File: src/rtl/params_pkg.sv
// Shared constants for the pipeline stage buffers.
package params_pkg;

  localparam int BUF_MAX_DEPTH = 16;
  localparam int BUF_MAX_WIDTH = 1024;

  // Pointer width for a buffer of the given depth; a one-entry buffer still
  // gets a one-bit pointer so the index vectors never collapse to zero width.
  function automatic int buf_ptr_w(input int depth);
    return (depth > 1) ? $clog2(depth) : 1;
  endfunction

endpackage

File: src/rtl/pipe_stage_buf.sv
// pipe_stage_buf: in-order FIFO between two pipeline stages with a flush port
// and a registered output side. Defining PIPE_STAGE_BUF_BYPASS_EN compiles in
// a zero-latency path that hands the input straight to the consumer while the
// buffer is empty.
module pipe_stage_buf
  import params_pkg::*;
#(
  parameter int               WIDTH  = 32,
  parameter int               DEPTH  = 2,
  parameter logic [WIDTH-1:0] BUBBLE = WIDTH'(0)
) (
  input  logic                       clk_i,
  input  logic                       rst_i,
  input  logic                       flush_i,
  input  logic                       in_valid_i,
  output logic                       in_ready_o,
  input  logic [WIDTH-1:0]           in_data_i,
  output logic                       out_valid_o,
  input  logic                       out_ready_i,
  output logic [WIDTH-1:0]           out_data_o,
  output logic [$clog2(DEPTH+1)-1:0] count_o
);

  localparam int PW = buf_ptr_w(DEPTH);
  localparam int CW = $clog2(DEPTH + 1);

  if (DEPTH < 1 || DEPTH > BUF_MAX_DEPTH) begin : g_depth_chk
    $error("pipe_stage_buf: DEPTH out of range");
  end
  if (WIDTH < 1 || WIDTH > BUF_MAX_WIDTH) begin : g_width_chk
    $error("pipe_stage_buf: WIDTH out of range");
  end

  logic [WIDTH-1:0] mem [DEPTH];
  logic [PW-1:0]    rd_ptr;
  logic [PW-1:0]    wr_ptr;
  logic [CW-1:0]    count;
  logic             empty;
  logic             full;
  logic             bypass_take;
  logic             push;
  logic             pop;

  // Explicit wrap so non-power-of-two depths never index past the last entry.
  function automatic logic [PW-1:0] next_ptr(input logic [PW-1:0] p);
    return (p == PW'(DEPTH - 1)) ? '0 : p + 1'b1;
  endfunction

  assign empty      = (count == '0);
  assign full       = (count == CW'(DEPTH));
  assign in_ready_o = !full;
  assign count_o    = count;

`ifdef PIPE_STAGE_BUF_BYPASS_EN
  // An item offered to an empty buffer and taken the same cycle is never stored.
  assign bypass_take = empty && !flush_i && in_valid_i && out_ready_i;
  assign out_valid_o = !flush_i && (!empty || in_valid_i);
  assign out_data_o  = flush_i     ? BUBBLE      :
                       !empty      ? mem[rd_ptr] :
                       in_valid_i  ? in_data_i   : BUBBLE;
`else
  assign bypass_take = 1'b0;
  assign out_valid_o = !flush_i && !empty;
  assign out_data_o  = out_valid_o ? mem[rd_ptr] : BUBBLE;
`endif

  // Pushes are judged against the occupancy before any same-cycle pop, so a
  // full buffer refuses input even while it is draining.
  assign push = in_valid_i && in_ready_o && !flush_i && !bypass_take;
  assign pop  = !flush_i && !empty && out_ready_i;

  // Storage write; contents need no reset because count gates visibility.
  always_ff @(posedge clk_i) begin
    if (push && !rst_i) begin
      mem[wr_ptr] <= in_data_i;
    end
  end

  // Pointer and occupancy update; reset outranks flush, which outranks traffic.
  always_ff @(posedge clk_i) begin
    if (rst_i || flush_i) begin
      rd_ptr <= '0;
      wr_ptr <= '0;
      count  <= '0;
    end else begin
      if (push) begin
        wr_ptr <= next_ptr(wr_ptr);
      end
      if (pop) begin
        rd_ptr <= next_ptr(rd_ptr);
      end
      case ({push, pop})
        2'b10:   count <= count + 1'b1;
        2'b01:   count <= count - 1'b1;
        default: count <= count;
      endcase
    end
  end

endmodule

File: config.mk
export PLATFORM = sky130hd
export DESIGN_NAME = pipe_stage_buf
export DESIGN_NICKNAME = d
export VERILOG_FILES = /design/src/rtl/params_pkg.sv /design/src/rtl/pipe_stage_buf.sv
export SDC_FILE = /design/constraint.sdc
export NUM_CORES = 1
export LEC_CHECK = 0
export BUFFER_PORTS_ARGS = -buffer_cell sky130_fd_sc_hd__buf_2
export CAP_MARGIN = 20
export CORE_MARGIN = 2
export CORE_UTILIZATION = 40
export DETAILED_ROUTE_END_ITERATION = 10
export GPL_TIMING_DRIVEN = 1
export PLACE_DENSITY_LB_ADDON = 0.2
export RECOVER_POWER = 50
export SYNTH_ARGS = -nofsm -noshare
export SYNTH_HDL_FRONTEND = slang
export SYNTH_SLANG_ARGS = --single-unit
File: constraint.sdc
create_clock -name clk_i -period 7.3 [get_ports clk_i]
set_clock_uncertainty 0.05 [all_clocks]
set_input_delay 1.095 -clock clk_i [delete_from_list [all_inputs] [get_ports clk_i]]
set_output_delay 1.095 -clock clk_i [all_outputs]
set_load 0.02 [all_outputs]
==> results, run 1 <==
- The run finished, with violations left.
- The final reports fail on DRC, capacitance limit, slew limit.
- The number of sinks driven by the clock tree is 69.
- Setup repair after global routing left no endpoint under its margin.
- The number of buffers inserted during clock tree synthesis is 9.
- The switching share of power is 20.6%.
- In this run the vertical extent of the chip is 85.8 um.
- The half-perimeter wire length after placement is 2.96 mm.
- The critical path's top delay family is buffers and inverters.
- In this run, the number of DRC markers left after iteration 0 of detailed routing was 59.
- The final-report max-slew violation count is 29.
- TritonCTS built the clock tree.
- The number of flip-flops and latches in the synthesized netlist is 69.
- The portion of total power attributed to combinational logic is 4.7%.
- The detailed-routing iteration count for the pre-antenna-repair pass is 9.
- The net switching power is 0.149 mW.
- The critical path goes through buf_2 -> or2_1 -> clkbuf_1 -> nor2_1 -> buf_2.
- The final hold violation count was 0.
- The hold-fix buffer count after cts is 0.
- After filler insertion, the fill cell instance count of the layout stands at 581.
- The number of standard cells after synthesis is 168.
- VDD sags by at most 0.100 mV.
- Setup violations remaining at the end of the flow were counted as 0.
- The part of the Yosys area used for sequential elements is 75.6%.
- Power spread over the standard cell area amounts to 224 nW/um^2.
- The net count of the finished layout is 283.
- The final critical-path setup slack is 3.41 ns.
- The transition time of the tightest slew-check pin is 1.69 ns.
- The global placement routability congestion is 0.662.
- The type of the worst min-delay path is reg -> reg.
- The sequential share of power is 61.6%.
- The master of the slowest instance on the critical path is sky130_fd_sc_hd__clkbuf_1.
- The max-cap check violation count is 1.
- The critical path contains buffers and inverters numbering 3 combined.
- The top achievable clock speed is 257 MHz.
- The final routed DRC violation total is 4.
- The insertion delay of the later-clocked pin in the worst-skew pair is 0.32 ns.
- The post-synthesis area per instance is 15.9 sq um.
- In this run the horizontal extent of the chip is 85.8 um.
- The leakage power total is 1.15 nW.
- For this run the aggregate overflow at the end of global routing stands at 0.
- In this run the post-CTS setup repair buffer count came out at 0.
- Along the worst path, the maximum fanout reaches 33.
- On the final layout, the worst hold slack is 0.463 ns.
- The routed layout has 1532 vias.
- Global routing used 13.5% of the available tracks.
- The clock share of power is 33.7%.
- The post-detailed-route via-to-cell ratio is 4.70.
- The worst setup path is launched from an input port.
- The worst pin sits at a relative slew slack of -13.0%.
- In this design, the critical path's most frequently occurring cell is sky130_fd_sc_hd__buf_2.
- The count of input and output buffers is 72.
- STA puts the critical path data required time at 6.15 ns.
- The count of nets left with antenna violations once routing finished came out at 0.
- The warning count from the yosys run is 0.
- The number of antenna diodes is 0.
- The clock tree synthesis step divided the H-tree into 3 levels.
- The number of cells upsized or downsized after cts is 0.
- In the finished design, the share of the clock period the worst path needs comes to 53.2%.
- Entering global routing, the biggest net connects 34 pins.
- The largest incremental delay on the critical path is 1.07 ns.
- The maximum number of buffers from clock root to sink is 2.
- In this run the cell area of the synthesized design comes to 2680 sq um.
- The initial antenna violation count is 0.
- The number of placed I/O pins is 73.
- For the worst setup path, the data arrival time is 2.74 ns.
- The wire length after detailed routing is 4.60 mm.
- Clock-pin slew was measured on the worst setup and hold paths at 0.06 ns.
- The die covers 7360 sq um.
- The worst setup slack after placement is 4.09 ns.
- The final critical path time including I/O delays and setup is 3.89 ns.
- In the final layout, the share of cells above drive strength 1 is 25.7%.
- The worst setup path is of the in -> out kind.
- The worst setup path is captured at an output port.
- The summed negative setup slack over all endpoints is 0 ns.
- The detail-routed net length per standard cell is 14.1 um.
- The number of library cell types mapped by synthesis is 19.
- The area growth from synthesis to layout is 19.9%.
- The total nets after synthesis is 206.
- The cell-internal power is 0.571 mW.
- The via count of the first global-routing pass was 1552.
- For this configuration, the core starts out at a cell density of 41.7%.
- The buffer cell driving the clock tree root is sky130_fd_sc_hd__clkbuf_8.
- The first global-routing pass estimated 7.25 mm of wire.
- The core region is 6420 sq um.
- The count of standard-cell rows is 29.
worst min-delay path: stages (launching register included):
cell	delay [ns]
sky130_fd_sc_hd__dfxtp_1	0.33
sky130_fd_sc_hd__o21ai_0	0.08
sky130_fd_sc_hd__a21oi_1	0.06
through the flow:
stage	std cells	power (mW)	cell area [sq um]	utilization [%]
after global placement	311	0.488	3110	48.4
after global routing	326	0.753	3210	50.0
final	326	0.720	3210	50.0
after detailed placement	311	0.489	3110	48.4
after floorplan	168	0.471	2680	-
after CTS	326	0.731	3250	50.7
state kept, by name, indices dropped and copies added (netlist names), named ones only:
signal and count:
count_o 2, mem 64, wr_ptr 1, rd_ptr 1
logic make-up (layout without fill, tap and decap cells):
logic type | after synthesis | in the layout | share of synthesized area [%]
AO/OA/AOI/OAI | 5 | 5 | 0.935
XOR/XNOR | 3 | 3 | 0.982
adder cells (fa/ha/maj) | 1 | 1 | 0.468
buffers and inverters | 13 | 94 | 2.90
flip-flops | 69 | 69 | 75.6
multiplexers | 32 | 32 | 12.0
AND/OR/NAND/NOR | 45 | 45 | 7.16
cell usage after synthesis:
cell	count	area [sq um]
sky130_fd_sc_hd__edfxtp_1	64	1920
sky130_fd_sc_hd__nor2_1	36	135
sky130_fd_sc_hd__mux2i_1	32	320
sky130_fd_sc_hd__buf_2	5	25.0
sky130_fd_sc_hd__dfxtp_1	5	100
sky130_fd_sc_hd__inv_1	4	15.0
sky130_fd_sc_hd__buf_6	3	33.8
sky130_fd_sc_hd__o21ai_0	3	15.0
sky130_fd_sc_hd__or3_1	3	18.8
sky130_fd_sc_hd__a21oi_1	2	10.0
sky130_fd_sc_hd__nor4_1	2	12.5
sky130_fd_sc_hd__xor2_1	2	17.5
sky130_fd_sc_hd__and2_1	1	6.26
sky130_fd_sc_hd__clkbuf_1	1	3.75
sky130_fd_sc_hd__ha_1	1	12.5
sky130_fd_sc_hd__nor2b_1	1	6.26
sky130_fd_sc_hd__or2_1	1	6.26
sky130_fd_sc_hd__or2_2	1	6.26
sky130_fd_sc_hd__xnor2_1	1	8.76
final cells by class:
type / count / area, sq um / area share (%)
Tap cell: 77 / 96.3 / 3.00
Sequential cell: 69 / 2020 / 63.1
Inverter: 4 / 15.0 / 0.468
Multi-Input combinational cell: 86 / 576 / 17.9
Clock buffer: 11 / 131 / 4.10
Timing Repair Buffer: 75 / 350 / 10.9
Clock inverter: 4 / 16.3 / 0.507
cell usage in the layout (no fill, tap or decap), drive strengths merged, types with 3 or more instances in the layout:
cell    Yosys  final
buf         8     53
clkbuf      1     33
clkinv      0      4
dfxtp       5      5
edfxtp     64     64
inv         4      4
mux2i      32     32
nor2       36     36
o21ai       3      3
or3         3      3
final timing paths:
| check | start | endpoint | slack [ns] | cells past startpoint |
|---|---|---|---|---|
| setup / recovery | flush_i | out_data_o[31] | 3.41 | 5 |
| setup reg to reg | count_o[0] | mem[0][21] | 4.16 | 3 |
| hold / removal | wr_ptr | wr_ptr | 0.46 | 2 |
| hold reg to reg | wr_ptr | wr_ptr | 0.46 | 2 |
routing by layer:
layer / vias up / wire [um] / GRT usage, %
li1: 764 / - / -
met1: 724 / 1970 / 15.3
met2: 42 / 2350 / 22.3
met3: 2 / 261 / 5.87
met4: 0 / 24 / 5.63
met5: - / 0 / 0
power by group through the flow:
stage / logic [mW] / registers, mW / clock network (mW)
floorplan: 0.0192 / 0.451 / 0
global placement: 0.0359 / 0.452 / 0
detailed placement: 0.0368 / 0.452 / 0
CTS: 0.0369 / 0.443 / 0.250
global route: 0.0380 / 0.444 / 0.271
finish: 0.0341 / 0.444 / 0.242
Note: power is estimated with default switching activity, not from simulation.
==> inputs of run 2 (changes only) <==
clock period = 3.8 ns   (was 7.3 ns; I/O delays follow)
==> results, run 2 (same netlist as run 1, synthesis figures left out) <==
- The number of cell instances on the worst register-to-register path is 3.
- Dividing the detail-routed wire length by the instance count gives 14.1 um.
- Setup repair after global routing left no endpoint under its margin.
- The smallest hold slack is 0.368 ns.
- The checks that failed: DRC, capacitance limit, slew limit.
- The number of sinks driven by the clock tree is 69.
- The y dimension of the die is 85.8 um.
- The transition time of the tightest slew-check pin is 1.89 ns.
- Gates resized during post-CTS repair numbered 0.
- The floorplan step defined a die boundary enclosing 7360 sq um.
- In this run the worst setup path terminates at mem[0][12].
- In this run the power spent charging and discharging nets is 0.300 mW.
- The post-CTS setup buffer count is 0.
- Across all setup checks in the final design, the least slack found is 1.08 ns.
- Timing analysis after detailed placement gives a worst setup slack of 1.50 ns.
- The maximum number of buffers from clock root to sink is 2.
- Clock-pin slew was measured on the worst setup and hold paths at 0.07 ns.
- The final-report max-slew violation count is 66.
- The min-delay analysis places its worst path in the category in -> reg.
- The wire length of the first global-routing pass is 7.05 mm.
- The biggest fanout along the worst timing path is 32.
- The initial antenna violation count is 0.
- The cell-internal power is 1.17 mW.
- The sort of element at the start of the critical path is an input port.
- The worst register-to-register path has a setup slack of 1.13 ns.
- The worst setup path is captured at a register.
- The final hold violation count is 0.
- The top cell types in the final layout, fill and taps aside, are sky130_fd_sc_hd__edfxtp_1, sky130_fd_sc_hd__buf_2, sky130_fd_sc_hd__nor2_1.
- Net switching is 20.4% of the power.
- The detailed router placed 1534 vias in this run.
- The placeable core area is 6420 sq um.
- The number of nets in the final layout is 283.
- The hold-fix buffer count after cts is 0.
- The critical path start-end classification is in -> reg.
- Across the VDD grid, the largest voltage drop is 0.204 mV.
- The post-route cell area is 3260 sq um.
- After layout, the worst path uses 71.6% of the clock period.
- Data on the critical path arrives at its endpoint at 2.60 ns.
- The effective utilization at floorplan is 41.7%.
- In the routed design, unresolved DRC markers number 5.
- The largest incremental delay on the critical path is 1.38 ns.
- The portion of total power attributed to combinational logic is 4.5%.
- The endpoint identified for the worst register-to-register timing path is mem[0][12].
- Buffers placed on the I/O ports in this run total 72.
- The count of standard-cell rows is 29.
- The placed instance area is 3110 sq um.
- The clock period could shrink to 2.72 ns.
- The congestion estimate from routability-driven global placement came to 0.712.
- Walking the worst path, the cells encountered are buf_2 -> or2_2 -> nor4_2 -> clkbuf_1.
- For this block, the routed nets add up to 4.61 mm of wire.
- The leakage power total is 1.17 nW.
- The clock network burns 37.4% of the power.
- The buffer cell driving the clock tree root is sky130_fd_sc_hd__clkbuf_8.
- The detail route stage leaves a number of antenna-violating nets equal to 0.
- Entering global routing, the biggest net connects 34 pins.
- The flow ran to the end, but the final reports show violations.
- Global routing used 13.1% of the available tracks across all layers.
- The H-tree generated during clock tree synthesis spans 3 levels.
- Compared with the post-synthesis result, the final layout area differs by 21.7%.
- For the worst setup path, the data required time is 3.67 ns.
- The master of the slowest instance on the critical path is sky130_fd_sc_hd__clkbuf_1.
- The width of the die is 85.8 um.
- The clock reaches the later pin of the worst-skew pair after 0.33 ns.
- Setup violations remaining at the end of the flow were counted as 0.
- The power density over the cells is 451 nW/um^2.
- In this run, flip-flops and latches consume 58.1% of the power.
- In this run the critical register-to-register path is launched from count_o[0].
- The count of filler cells inserted in the layout is 583.
- The proportion of layout cells with a drive suffix above 1 is 28.4%.
- The repair_antennas step left the layout with diodes totalling 0.
- The post-detailed-route via-to-cell ratio is 4.69.
- The worst pin sits at a relative slew slack of -25.7%.
- The flip-flop count of the largest register after layout is 64.
- The tool flagged a number of max-cap violations equal to 2.
- The wire-length estimate of the detail-placed layout is 2.84 mm.
- The number of placed I/O pins is 73.
- More flip-flops sit in one register than any other, and that register is mem.
- The number of cells after detailed placement is 311.
- Summed over all layers, the global routing overflow is 0.
- In this run, CTS created clock tree buffers numbering 9.
- The summed negative setup slack over all endpoints is 0 ns.
- After the first detailed-routing iteration, the DRC count stood at 109.
- The CTS tree is built.
- The critical path starts at flush_i.
- Once layout is complete, the cells apart from fillers number 327.
- For this run, the top clock speed supported by timing is 367 MHz.
- The via count of the first global-routing pass is 1510.
- The first detailed-routing pass ran for 7 iterations.
- The commonest non-fill, non-tap cell in the layout is sky130_fd_sc_hd__edfxtp_1.
run 2: worst min path at each step:
stage | from | to | slack [ns] | depth (start not counted)
3_5_place_dp | rd_ptr | register | 0.44 | 2
4_1_cts | in_data_i[29] | mem[1][29] | 0.35 | 1
3_3_place_gp | rd_ptr | rd_ptr | 0.44 | 2
6_report | in_data_i[29] | mem[1][29] | 0.37 | 1
2_1_floorplan | wr_ptr | wr_ptr | 0.42 | 2
5_1_grt | in_data_i[1] | mem[0][1] | 0.35 | 1
run 2: cell type report:
cell class	count	area [sq um]	area share, %
tap	77	96.3	2.96
clock inverter	6	53.8	1.65
sequential	69	2020	62.1
inverter	4	15.0	0.461
multi-input combinational	86	588	18.1
clock buffer	10	128	3.92
timing repair buffer	75	353	10.8
run 2: worst max-delay path: cells and delay by family:
family | cells | cell delay (ns)
and+or+nand+nor | 2 | 0.52
buffers and inverters | 2 | 1.49
run 2: power by group through the flow:
| stage | Sequential, mW | Clock, mW | Combinational (mW) |
|---|---|---|---|
| CTS | 0.852 | 0.563 | 0.0708 |
| detailed placement | 0.868 | 0 | 0.0706 |
| global route | 0.853 | 0.597 | 0.0739 |
| finish | 0.852 | 0.549 | 0.0666 |
| global placement | 0.868 | 0 | 0.0694 |
| floorplan | 0.867 | 0 | 0.0369 |
run 2: per-layer routing:
metal | routed length (um) | track usage, % | vias to the layer above
met5 | 0 | 0 | -
met4 | 61 | 6.06 | 0
met3 | 257 | 5.20 | 6
met2 | 2220 | 21.3 | 41
met1 | 2070 | 15.1 | 718
li1 | - | - | 769
run 2: through the flow:
| step | power (mW) | util [%] |
|---|---|---|
| 6_report | 1.47 | 50.7 |
| 5_1_grt | 1.52 | 50.7 |
| 4_1_cts | 1.49 | 51.2 |
| 3_5_place_dp | 0.939 | 48.4 |
| 3_3_place_gp | 0.937 | 48.4 |
| 2_1_floorplan | 0.904 | - |
